`src/rtl/mux_scan_pkg.sv`:
```
// mux_scan_pkg: shared types and constants for the mux scan controller.
//   state_e   : controller FSM states
//   SEL_W_DEF : default select width, N_DEF channels derived from it
//   CNT_W     : settle-counter width (covers SETTLE up to 255)
package mux_scan_pkg;

  typedef enum logic [1:0] {
    ST_IDLE   = 2'd0,
    ST_SETTLE = 2'd1,
    ST_SAMPLE = 2'd2,
    ST_DONE   = 2'd3
  } state_e;

  localparam int SEL_W_DEF = 3;
  localparam int N_DEF     = 2 ** SEL_W_DEF;
  localparam int CNT_W     = 8;

endpackage

```
`src/rtl/mux_scan_settle_cnt.sv`:
```
// mux_scan_settle_cnt: settle interval counter.
//   clk, rst_n : clock, async active-low reset
//   clr        : synchronous clear to 0 (wins over en)
//   en         : count up by one
//   tc         : terminal count, high while count == SETTLE-1
module mux_scan_settle_cnt
  import mux_scan_pkg::*;
#(
  parameter int SETTLE = 2
) (
  input  logic clk,
  input  logic rst_n,
  input  logic clr,
  input  logic en,
  output logic tc
);

  logic [CNT_W-1:0] cnt_q, cnt_d;

  always_comb begin
    cnt_d = cnt_q;
    if (clr)     cnt_d = '0;
    else if (en) cnt_d = cnt_q + 1'b1;
  end

  always_ff @(posedge clk or negedge rst_n) begin
    if (!rst_n) cnt_q <= '0;
    else        cnt_q <= cnt_d;
  end

  assign tc = (cnt_q == CNT_W'(SETTLE - 1));

endmodule

```
`src/rtl/mux_scan_ctrl.sv`:
```
// mux_scan_ctrl: walks the select of an N:1 mux, waits SETTLE cycles per
// channel, samples the mux output, and publishes an N-bit snapshot.
//   clk, rst_n  : clock, async active-low reset
//   start       : scan request, only honoured in IDLE
//   mux_y       : downstream mux output
//   mux_sel     : registered select into the mux
//   busy        : scan in progress (until DONE completes)
//   done        : one-cycle pulse when data is published
//   data        : last completed snapshot
//   data_valid  : snapshot valid, cleared on start acceptance
//   scan_mask   : (MUX_SCAN_MASK_EN only) channels to skip, captured at start
// Build option: define MUX_SCAN_MASK_EN to add the scan_mask port.
module mux_scan_ctrl
  import mux_scan_pkg::*;
#(
  parameter  int SEL_W  = SEL_W_DEF,
  parameter  int SETTLE = 2,
  localparam int N      = 2 ** SEL_W
) (
  input  logic             clk,
  input  logic             rst_n,
  input  logic             start,
  input  logic             mux_y,
`ifdef MUX_SCAN_MASK_EN
  input  logic [N-1:0]     scan_mask,
`endif
  output logic [SEL_W-1:0] mux_sel,
  output logic             busy,
  output logic             done,
  output logic [N-1:0]     data,
  output logic             data_valid
);

  state_e           state_q, state_d;
  logic [SEL_W-1:0] sel_q, sel_d;
  logic             busy_q, busy_d;
  logic             done_q, done_d;
  logic             dv_q, dv_d;
  logic [N-1:0]     shadow_q, shadow_d;
  logic [N-1:0]     data_q, data_d;
  logic             cnt_clr, cnt_en, cnt_tc;
  logic [N-1:0]     skip_start, skip_run;
  logic [SEL_W:0]   nxt_start, nxt_run;

`ifdef MUX_SCAN_MASK_EN
  logic [N-1:0] mask_q, mask_d;
  assign skip_start = scan_mask;
  assign skip_run   = mask_q;
`else
  assign skip_start = '0;
  assign skip_run   = '0;
`endif

  // Lowest non-skipped channel at index >= lo; MSB flags "found".
  function automatic logic [SEL_W:0] next_ch(input logic [N-1:0] skip, input int lo);
    logic [SEL_W:0] r;
    r = '0;
    for (int k = N - 1; k >= 0; k--)
      if (k >= lo && !skip[k]) r = {1'b1, SEL_W'(k)};
    return r;
  endfunction

  assign nxt_start = next_ch(skip_start, 0);
  assign nxt_run   = next_ch(skip_run, int'(sel_q) + 1);

  mux_scan_settle_cnt #(.SETTLE(SETTLE)) u_cnt (
    .clk   (clk),
    .rst_n (rst_n),
    .clr   (cnt_clr),
    .en    (cnt_en),
    .tc    (cnt_tc)
  );

  always_comb begin
    state_d  = state_q;
    sel_d    = sel_q;
    busy_d   = busy_q;
    done_d   = 1'b0;
    dv_d     = dv_q;
    shadow_d = shadow_q;
    data_d   = data_q;
    cnt_clr  = 1'b0;
    cnt_en   = 1'b0;
`ifdef MUX_SCAN_MASK_EN
    mask_d   = mask_q;
`endif
    case (state_q)
      ST_IDLE: begin
        if (start) begin
          shadow_d = '0;
          dv_d     = 1'b0;
          busy_d   = 1'b1;
          cnt_clr  = 1'b1;
`ifdef MUX_SCAN_MASK_EN
          mask_d   = scan_mask;
`endif
          if (nxt_start[SEL_W]) begin
            sel_d   = nxt_start[SEL_W-1:0];
            state_d = ST_SETTLE;
          end else begin
            sel_d   = '0;
            state_d = ST_DONE;
          end
        end
      end
      ST_SETTLE: begin
        cnt_en = 1'b1;
        if (cnt_tc) state_d = ST_SAMPLE;
      end
      ST_SAMPLE: begin
        shadow_d[sel_q] = mux_y;
        if (nxt_run[SEL_W]) begin
          sel_d   = nxt_run[SEL_W-1:0];
          cnt_clr = 1'b1;
          state_d = ST_SETTLE;
        end else begin
          state_d = ST_DONE;
        end
      end
      ST_DONE: begin
        // Publication happens on the edge leaving DONE, so done/data appear
        // together one cycle after the last sample.
        data_d  = shadow_q;
        dv_d    = 1'b1;
        done_d  = 1'b1;
        busy_d  = 1'b0;
        state_d = ST_IDLE;
      end
      default: state_d = ST_IDLE;
    endcase
  end

  always_ff @(posedge clk or negedge rst_n) begin
    if (!rst_n) begin
      state_q  <= ST_IDLE;
      sel_q    <= '0;
      busy_q   <= 1'b0;
      done_q   <= 1'b0;
      dv_q     <= 1'b0;
      shadow_q <= '0;
      data_q   <= '0;
`ifdef MUX_SCAN_MASK_EN
      mask_q   <= '0;
`endif
    end else begin
      state_q  <= state_d;
      sel_q    <= sel_d;
      busy_q   <= busy_d;
      done_q   <= done_d;
      dv_q     <= dv_d;
      shadow_q <= shadow_d;
      data_q   <= data_d;
`ifdef MUX_SCAN_MASK_EN
      mask_q   <= mask_d;
`endif
    end
  end

  assign mux_sel    = sel_q;
  assign busy       = busy_q;
  assign done       = done_q;
  assign data       = data_q;
  assign data_valid = dv_q;

endmodule

```
`config.mk`:
```
export PLATFORM = sky130hd
export DESIGN_NAME = mux_scan_ctrl
export DESIGN_NICKNAME = d
export VERILOG_FILES = /design/src/rtl/mux_scan_pkg.sv /design/src/rtl/mux_scan_settle_cnt.sv /design/src/rtl/mux_scan_ctrl.sv
export SDC_FILE = /design/constraint.sdc
export NUM_CORES = 1
export LEC_CHECK = 0
export ABC_AREA = 1
export CORE_MARGIN = 3
export CORE_UTILIZATION = 45
export DETAILED_ROUTE_END_ITERATION = 16
export PLACE_DENSITY = 0.71
export SETUP_SLACK_MARGIN = 0.5
export SLEW_MARGIN = 20
export SYNTH_ARGS = -nofsm -noshare
export SYNTH_HDL_FRONTEND = slang
export SYNTH_SLANG_ARGS = --single-unit
```
`constraint.sdc`:
```
create_clock -name clk -period 1.32 [get_ports clk]
set_clock_uncertainty 0.1 [all_clocks]
set_input_delay 0.132 -clock clk [delete_from_list [all_inputs] [get_ports clk]]
set_output_delay 0.132 -clock clk [all_outputs]
set_load 0.02 [all_outputs]
```
# --- Yosys cells after proc, flatten, opt, wreduce, memory -nomap -nowiden ---
# Cells that the tools add are included.
op_classes:
  addsub: 2
  magnitude_cmp: 10
  n_eq_ne: 7
  n_mux: 31
  reduce_logical: 9
ops:
  columns: ["operator", "count"]
  rows:
  - ["$mux W4", 8]
  - ["$mux W8", 3]
  - ["$ge A3 B4 Y1 const A", 4]
  - ["$pmux W8 S2", 1]
  - ["$add A8 B1 Y8 const B", 1]
  - ["$bwmux W8", 1]
  - ["$eq A8 B1 Y1 const B", 1]
  - ["$ge A1 B4 Y1 const A", 2]
  - ["$ge A2 B4 Y1 const A", 2]
  - ["$pmux W2 S4", 1]
  - ["$mux W1", 7]
  - ["$mux W2", 3]
  - ["$mux W3", 2]
  - ["$ne A2 B2 Y1 const B", 3]
  - ["$pmux W1 S2", 3]
  - ["$pmux W3 S2", 1]
  - ["$reduce_and A2 Y1", 3]
  - ["$reduce_bool A2 Y1", 3]
  - ["$add A3 B1 Y4 const B", 1]
  - ["$eq A2 B2 Y1 const B", 2]
  - ["$lt A3 B4 Y1 const B", 1]
  - ["$demux W1 S3", 1]
  - ["$ge A3 B1 Y1 const B", 1]
  - ["$reduce_and A3 Y1", 1]
  - ["other kinds (3)", 3]
word_totals:
  register_bits: 32
  inputBits: 4
  output_inout_bits: 14
  word_cells: 67

# --- Logic depth before layout (Yosys ltp) ---
# Gate-level depths: netlist (run 1).
depth:
  ltp_word: 13
  ltp_mapped: 7
  depth_no_buf: 7

# --- Hierarchy ---
# Synthesis (run 1) repeated with hierarchy kept, for this count alone.
hier_totals:
  hier_cells: 200
  hier_area_um2: 1571.5
modules_own_cells:
  columns: ["mod", "instances", "cells_each", "area_per_inst_um2", "seq_area_each_um2"]
  rows:
  - ["mux_scan_ctrl", 1, 138, 1116.1, 600.6]
  - ["mux_scan_settle_cnt", 1, 62, 455.4, 200.2]

# --- Worst setup path before layout (run 1) ---
# No wires, ideal clock.
synth_timing:
  kind: "flip-flop to flip-flop"
  start: "reg sel_q[2] (netlist: mux_sel[2])"
  end: "reg u_cnt.cnt_q[6]"
  setup_time_ns: 0.063
  arrival_time_ns: 1.122
  required_ns: 1.157
  slack_ns: 0.035
  stages_incl_launch_ff: 7
  n_path_buf: 0
  synth_period_minus_slack_ns: 1.285
  cell_sequence: "dfrtp_1 nand3_1 nand2_4 nand2_4 a21oi_1 nand2_1 inv_1"
synth_via:
  elab_chain_len: 13
  elab_cells_between_ends: 21
  cone_classes: "add/sub: 1; order compare: 8; mux: 11; reduce/logical: 1"
synth_lines:
  columns: ["element", "line", "source"]
  rows:
  - ["start: declaration", "mux_scan_ctrl.sv:35", "logic [SEL_W-1:0] sel_q, sel_d;"]
  - ["start signal: assignment", "mux_scan_ctrl.sv:147", "sel_q <= sel_d;"]
  - ["$add A3 B1 Y4 *", "mux_scan_ctrl.sv:64", "assign nxt_run = next_ch(skip_run, int'(sel_q) + 1);"]
  - ["$ge A3 B4 Y1", "mux_scan_ctrl.sv:59", "if (k >= lo && !skip[k]) r = {1'b1, SEL_W'(k)};"]
  - ["$mux W4 (7 in a row)", "mux_scan_ctrl.sv:59", null]
  - ["$mux W4 *", "mux_scan_ctrl.sv:59", null]
  - ["$mux W1 *", "mux_scan_ctrl.sv:112", "if (nxt_run[SEL_W]) begin"]
  - ["$pmux W1 S2 *", "mux_scan_ctrl.sv:87", "case (state_q)"]
  - ["$mux W8 or $reduce_bool A2 Y1 (tied branches)", null, null]
  - ["end signal: assignment", "mux_scan_settle_cnt.sv:28", "else cnt_q <= cnt_d;"]
  - ["end: declaration", "mux_scan_settle_cnt.sv:18", "logic [CNT_W-1:0] cnt_q, cnt_d;"]
# Every way passes the cells marked *; elsewhere a longest branch is shown, timed or not.
# A chain may end at the register's enable or synchronous reset.

# --- Worst setup path after layout (run 1) ---
layout_timing:
  start: "reg state_q[1]"
  end: "reg u_cnt.cnt_q[5]"
layout_via:
  elab_chain_len: 3
  elab_cells_between_ends: 7
  cone_classes: "eq/ne: 2; mux: 3; reduce/logical: 2"
layout_lines:
  columns: ["element", "line", "source"]
  rows:
  - ["start: declaration", "mux_scan_ctrl.sv:34", "state_e state_q, state_d;"]
  - ["start signal: assignment", "mux_scan_ctrl.sv:146", "state_q <= state_d;"]
  - ["$eq A2 B2 Y1, or another cell as far along", "mux_scan_ctrl.sv:87", null]
  - ["$pmux W1 S2 or $mux W1 (tied branches)", "mux_scan_ctrl.sv:87", null]
  - ["$mux W8 or $reduce_bool A2 Y1 (tied branches)", null, null]
# Several ways; a longest one is shown, not always the timed one.

==> impl_metrics.env, run 1 <==
export IMPL_status="finished with violations"
export IMPL_violations="setup timing"
export IMPL_grt_overflow=0
export IMPL_crit_fanout=6
export IMPL_p_total_mw=4.35
export IMPL_clock_fmax_mhz=757
export IMPL_placedInstanceArea_um2=1790
export IMPL_fp_dieH_um=64
export IMPL_ff_latch_area_um2=806
export IMPL_fill_cells=202
export IMPL_netlist_area_um2=1510
export IMPL_period_needed_ns=1.32
export IMPL_drive_gt1_frac=0.475
export IMPL_firstDrtPassIters=4
export IMPL_async_reset_ff_frac=1.00
export IMPL_worstSkewPairLatency_ns=0.36
export IMPL_cpLargestDelayFamily="simple AND/OR/NAND/NOR gates"
export IMPL_wl_met3_um=177
export IMPL_final_nets=243
export IMPL_cts_clk_slew_worst_paths_ns=0.12
export IMPL_track_usage=0.197
export IMPL_hold_viol=0
export IMPL_wl_per_cell_um=13.7
export IMPL_grt_antenna_before_repair=0
export IMPL_io_pins=18
export IMPL_arrival_ns=1.46
export IMPL_top_layer="met4"
export IMPL_synth_area_top_cells="dfrtp_1 (53%), nand2_1 (16%), nor2_1 (4.7%)"
export IMPL_core_area_um2=3130
export IMPL_cts_made_buffers=5
export IMPL_multi_input_area_um2=807
export IMPL_syn_nets=186
export IMPL_netlist_top_cell_by_area="dfrtp_1"
export IMPL_area_growth_pct=54.5
export IMPL_grt_pass1_wl_um=6200
export IMPL_drt_iter0_drc=52
export IMPL_finalCritPeriodShare=1.00
export IMPL_start_util=0.484
export IMPL_cts_sinks=32
export IMPL_yosys_cell_types_count=22
export IMPL_ir_worst_vdd_mv=1.34
export IMPL_hp_class="primary input to asynchronous set/reset pin"
export IMPL_cp_num_buf_inv=1
export IMPL_met1Wirelength_um=1540
export IMPL_dpl_hpwl_um=2130
export IMPL_yosys_cell_count_top_type="nand2_1"
export IMPL_num_antenna_cells=0
export IMPL_synth_common_cells="nand2_1 (64), dfrtp_1 (32), nor2_1 (19)"
export IMPL_drv_slew=0
export IMPL_powerDensity_nw_per_um2=1860
export IMPL_setup_viol=1
export IMPL_ys_seq_area_frac=0.529
export IMPL_leakagePower_nw=1.15
export IMPL_maxCapViolCount=0
export IMPL_tightest_slew_ns=0.274
export IMPL_critical_path_class="flip-flop to flip-flop"
export IMPL_drt_wl_total_um=3840
export IMPL_grt_max_degree=33
export IMPL_cp_cell_sequence="inv_4 -> nand2_4 -> nor2_4 -> nand3_1 -> nand2_1 -> nor2_1"
export IMPL_wl_met2_um=2040
export IMPL_synth_ff_type="dfrtp_1"
export IMPL_clockBufferDepth=2
export IMPL_rows=20
export IMPL_fin_cells=280
export IMPL_setup_slack_ns=-0.00148
export IMPL_grt_pass1_vias=1366
export IMPL_syn_avg_cell_area_um2=8.46
export IMPL_setup_tns_ns=-0.00148
export IMPL_cts_hold_fix_buffers=0
export IMPL_ys_ff_latch=32
export IMPL_yosysWarnings=0
export IMPL_fin_area_um2=2340
export IMPL_cpMaxStageDelayCell="dfrtp_1"
export IMPL_required_ns=1.46
export IMPL_cts_root_buffer="clkbuf_4"
export IMPL_via_count=1414
export IMPL_die_area_um2=4100
export IMPL_drtAntennaViolNets=0
export IMPL_post_place_cells=243
export IMPL_max_stage_delay_ns=0.44
export IMPL_netlist_area_leader_share=0.529
export IMPL_vias_per_cell=5.05
export IMPL_routabilityCongestion=0.880
export IMPL_crit_path_end_kind="flip-flop"
export IMPL_numPortBuffers=17
export IMPL_htreeDepth=2
export IMPL_synthCells=179
export IMPL_cts_tree="built"
export IMPL_rsz0062_at_grt="yes"
export IMPL_max_slew_margin=0.816
export IMPL_drc=0
export IMPL_cp_start_kind="flip-flop"
export IMPL_post_place_ws_ns=-0.0367
export IMPL_synth_edf_count=0
export IMPL_die_w_um=64
## path summary, 6_finish.rpt
path,startpoint,to,slack (ns),cells after the start
min in group clk,mux_y,shadow_q[1],0.33,3
worst min register to register,shadow_q[3],data[3],0.38,2
worst max register to register,state_q[1],u_cnt.cnt_q[5],-0.001,6
worst min-delay path,rst_n,shadow_q[7],0.03,2
max in group asynchronous,rst_n,busy,0.90,2
worst max-delay path,state_q[1],u_cnt.cnt_q[5],-0.001,6
## cell families after synthesis
family	after synthesis	synth area share
flip-flops	32	0.529
AO/OA/AOI/OAI	18	0.0653
AND/OR/NAND/NOR	106	0.325
adder cells (fa/ha/maj)	3	0.0248
buffers and inverters	20	0.0562
## through the flow
step / util / hold slack, ns
after floorplan: - / -0.264
after global placement: 0.571 / 0.356
after detailed placement: 0.571 / 0.353
after CTS: 0.691 / 0.0431
after global routing: 0.748 / 0.0409
final: 0.748 / 0.0266
## report_power, final
part	internal (mW)	switching, mW	leakage (nW)
clock	0.302	0.342	0.0374
sequential	1.18	0.207	0.428
combinational	1.09	1.23	0.685
## cell usage in the layout (no fill, tap or decap)
cell type,netlist,layout
a21oi_1,4,2
ha_1,3,2
nor3b_2,1,1
dfrtp_1,32,28
o21ai_2,0,1
nand2_8,0,2
nor2_4,3,5
nand2_2,2,17
inv_4,0,1
ha_2,0,1
dfrtp_2,0,4
nand3_2,3,4
nand3_1,9,6
buf_4,0,23
inv_8,0,3
a21oi_2,0,2
nand2_1,64,43
nand3_4,0,2
inv_1,13,13
nand2_4,3,7
buf_6,1,22
clkdlybuf4s50_1,0,3
nand4_1,1,1
clkbuf_8,0,2
o21ai_1,2,5
o22ai_2,0,2
buf_12,0,2
o22ai_1,7,5
o21ai_0,5,1
clkbuf_4,0,5
or2_0,1,1
inv_2,3,1
inv_6,0,1
buf_8,0,1
nor2_1,19,14
nor2_2,0,3
## worst reg2reg max path, cell delays in order (launching register included)
cell     delay [ns]
dfrtp_1        0.44
inv_4          0.13
nand2_4        0.08
nor2_4         0.20
nand3_1        0.11
nand2_1        0.09
nor2_1         0.05
## state kept, by name, summed over array words and instances, names as in the netlist
signal and count:
mux_sel 3, busy 1, shadow_q 8, data_valid 1, u_cnt.cnt_q 8, done 1
data 8, state_q 2
## routing by layer
metal / vias to the layer above / global-route usage
li1: 684 / -
met1: 681 / 0.224
met2: 40 / 0.348
met3: 9 / 0.0387
met4: 0 / 0.0970
met5: - / 0
## area by class of cell
cell class                      count  share of cell area
Clock buffer                        7              0.0278
Inverter                           18              0.0385
Sequential cell                    32               0.344
Tap cell                           44              0.0235
Timing Repair inverter              1             0.00481
Multi-Input combinational cell    127               0.345
Timing Repair Buffer               51               0.216
## repair_timing
item / CTS / global route
resized for setup: 112 / 39
setup buffers: 22 / 7
cloned: 1 / 0
endpoints found under the hold margin: 0 / 0
setup endpoints to repair: 46 / 46
pin swaps: 6 / 21
(Power assumes the default switching activity.)
==> run 2, diff against run 1 <==
- HOLD_SLACK_MARGIN: default -> 0.03
==> results of run 2 <==
No change in the layout: final DEF, timing and power equal those of run 1.
==> RTL change, RTL diff (config.mk and constraints of run 1) <==
Reset style: synchronous (`rst_n`), changed in 2 clocked blocks. Comments in the files are not updated.
--- a/src/rtl/mux_scan_settle_cnt.sv
+++ b/src/rtl/mux_scan_settle_cnt.sv
@@ -23,7 +23,7 @@
     else if (en) cnt_d = cnt_q + 1'b1;
   end
 
-  always_ff @(posedge clk or negedge rst_n) begin
+  always_ff @(posedge clk) begin
     if (!rst_n) cnt_q <= '0;
     else        cnt_q <= cnt_d;
   end
--- a/src/rtl/mux_scan_ctrl.sv
+++ b/src/rtl/mux_scan_ctrl.sv
@@ -130,7 +130,7 @@
     endcase
   end
 
-  always_ff @(posedge clk or negedge rst_n) begin
+  always_ff @(posedge clk) begin
     if (!rst_n) begin
       state_q  <= ST_IDLE;
       sel_q    <= '0;
Check against the original RTL: differs if rst_n is asserted again (counterexample within 4 cycles, from zero or initial values and one cycle with rst_n low); with rst_n held inactive, the same outputs for 10 cycles.
==> RTL change against run 1 <==
  * Routed wire length increased by 0.26%
  * Sequential cell count unchanged
  * Critical path type unchanged
  * Final area decreased by 7.6%
  * Critical path depth decreased by 1
  * Area after synthesis decreased by 6.2%
  * Worst setup slack improved by 0.095 ns
  * Via count increased by 4.1%
  * Count of clock-buffer cells in the layout unchanged
Power is not compared: it rests on default switching activity, and its combinational part moved more than twofold at a synthesized area within 25%.
==> RTL change: results (changes against run 1) <==
grt_max_degree: 16  # -52%
gp_congestion: 0.825  # -6.3%
htreeDepth: 2  # unchanged
grt_pass1_wl_um: 6000  # -3.1%
vias: 1472  # +4.1%
synth_compound_area_share_pct: 12.9  # +6.3 points
worst_pin_slew_ns: 0.339  # +0.0647 ns
ys_warn_count: 0  # unchanged
ir_worst_vdd_mv: 0.737
crit_arrival_ns: 1.41  # -0.05 ns
status: "finished clean"
grt_pass1_vias: 1378  # +0.88%
gr-usage-all-layers_pct: 19.4  # -0.32 points
p_leak_nw: 0.847
dpl_cell_area_um2: 1720  # -3.6%
r2r_start: "state_q[1]$_SDFFE_PN0P_"
synthTopCellsByCount: "42 x nor2_1, 37 x nand2_1, 32 x dfxtp_1"
cts-buffers-inserted: 5  # unchanged
port_buffers: 17  # unchanged
wl_um: 3850  # +0.26%
drtIter0Drc: 55  # +5.8%
muxShareOfSynthArea_pct: 0  # unchanged
async_flop_share_pct: 0  # -100 points
dr.pass1.iters: 4  # unchanged
drive_above_1_share_pct: 45.7  # -1.8 points
clockBufferDepth: 2  # unchanged
yosysSeqAreaShare_pct: 45.1  # -7.8 points
netlist_top_cells_area: "dfxtp_1 45%, nor2_1 11%, nand2_1 9.8%"
hpwl_um: 2240  # +5.3%
hp-start: "busy$_SDFFE_PN0P_"
nNetsFinal: 250  # +2.9%
switchingPower_mw: 0.630
critPathMaxFanout: 5  # -1
pre_cts_ws_ns: -0.0804  # -0.0437 ns
yosys.area_share.adder_pct: 3.52  # +1.0 points
synth_xor_area_share_pct: 0.617  # +0.62 points
startpoint_type: "flop"
syn_nets: 206  # +11%
path_clk_slew_ns: 0.11
clock-root-buffer: "clkbuf_4"
reg2regPathDepth: 5  # -1
min_path_cells: 2
clk_latency_ns: 0.34  # -0.02 ns
hp-class: "flop to flop"
## RTL change: changes by cell type after synthesis, sizes merged, moves of 7 or more
cell / change
dfrtp: -32
dfxtp: +32
nand2: -30
nor2: +23
o21ai: +12
a21oi: +9
o22ai: -7
## RTL change: worst paths after layout
path / end / slack, ns
max reg2reg: u_cnt.cnt_q[1]$_SDFFE_PP0P_ / 0.09
min: busy$_SDFFE_PN0P_ / 0.39
min reg2reg: busy$_SDFFE_PN0P_ / 0.39
max: u_cnt.cnt_q[1]$_SDFFE_PP0P_ / 0.09
## RTL change: critical path, cell delays in order (launching register included)
cell     delay, ns
dfxtp_4       0.39
buf_4         0.14
nor2_4        0.11
inv_2         0.05
or2_1         0.23
a21oi_2       0.14
## RTL change: repair_timing
| action | 4_1_cts | 5_1_grt |
|---|---|---|
| pin swaps | 16 | 8 |
| gates cloned | 1 | 1 |
| setup endpoints to repair | 46 | 46 |
| buffers inserted | 12 | 6 |
| resized for setup | 128 | 26 |
## RTL change: per-stage QoR
step / utilization [%] / TNS (ns) / total power [mW] / cells
2_1_floorplan: - / 0 / 1.22 / 198
3_3_place_gp: 59.9 / -0.0962 / 1.29 / 257
3_5_place_dp: 59.9 / -0.238 / 1.30 / 257
4_1_cts: 70.6 / 0 / 2.08 / 278
5_1_grt: 75.2 / 0 / 2.25 / 285
6_report: 75.2 / 0 / 2.15 / 285
## RTL change: cell families after synthesis
| group | after synthesis |
|---|---|
| flops | 32 |
| simple gates | 102 |
| fa+ha+maj | 4 |
| compound gates | 35 |
| buf+inv | 24 |
| xor+xnor | 1 |
## RTL change: power groups by stage
| stage | logic, mW | registers, mW | clock network [mW] |
|---|---|---|---|
| final | 0.431 | 1.04 | 0.678 |
| after global routing | 0.466 | 1.05 | 0.741 |
| after CTS | 0.352 | 1.04 | 0.685 |
| after detailed placement | 0.252 | 1.05 | 0 |
| after global placement | 0.244 | 1.05 | 0 |
| after floorplan | 0.153 | 1.07 | 0 |
## RTL change: per-layer routing
| layer | vias up | wire length, um | track usage [%] |
|---|---|---|---|
| li1 | 730 | - | - |
| met1 | 682 | 1490 | 19.2 |
| met2 | 44 | 2040 | 35.1 |
| met3 | 16 | 176 | 7.75 |
| met4 | 0 | 141 | 9.12 |
| met5 | - | 0 | 0 |
## RTL change: layout make-up
cell class                 count  area, um^2
multi-input combinational    143         878
fill                         205         714
sequential                    32         681
timing repair buffer          40         392
inverter                      20        87.6
clock buffer                   7        66.3
tap                           42        52.6
clock inverter                 1        5.00
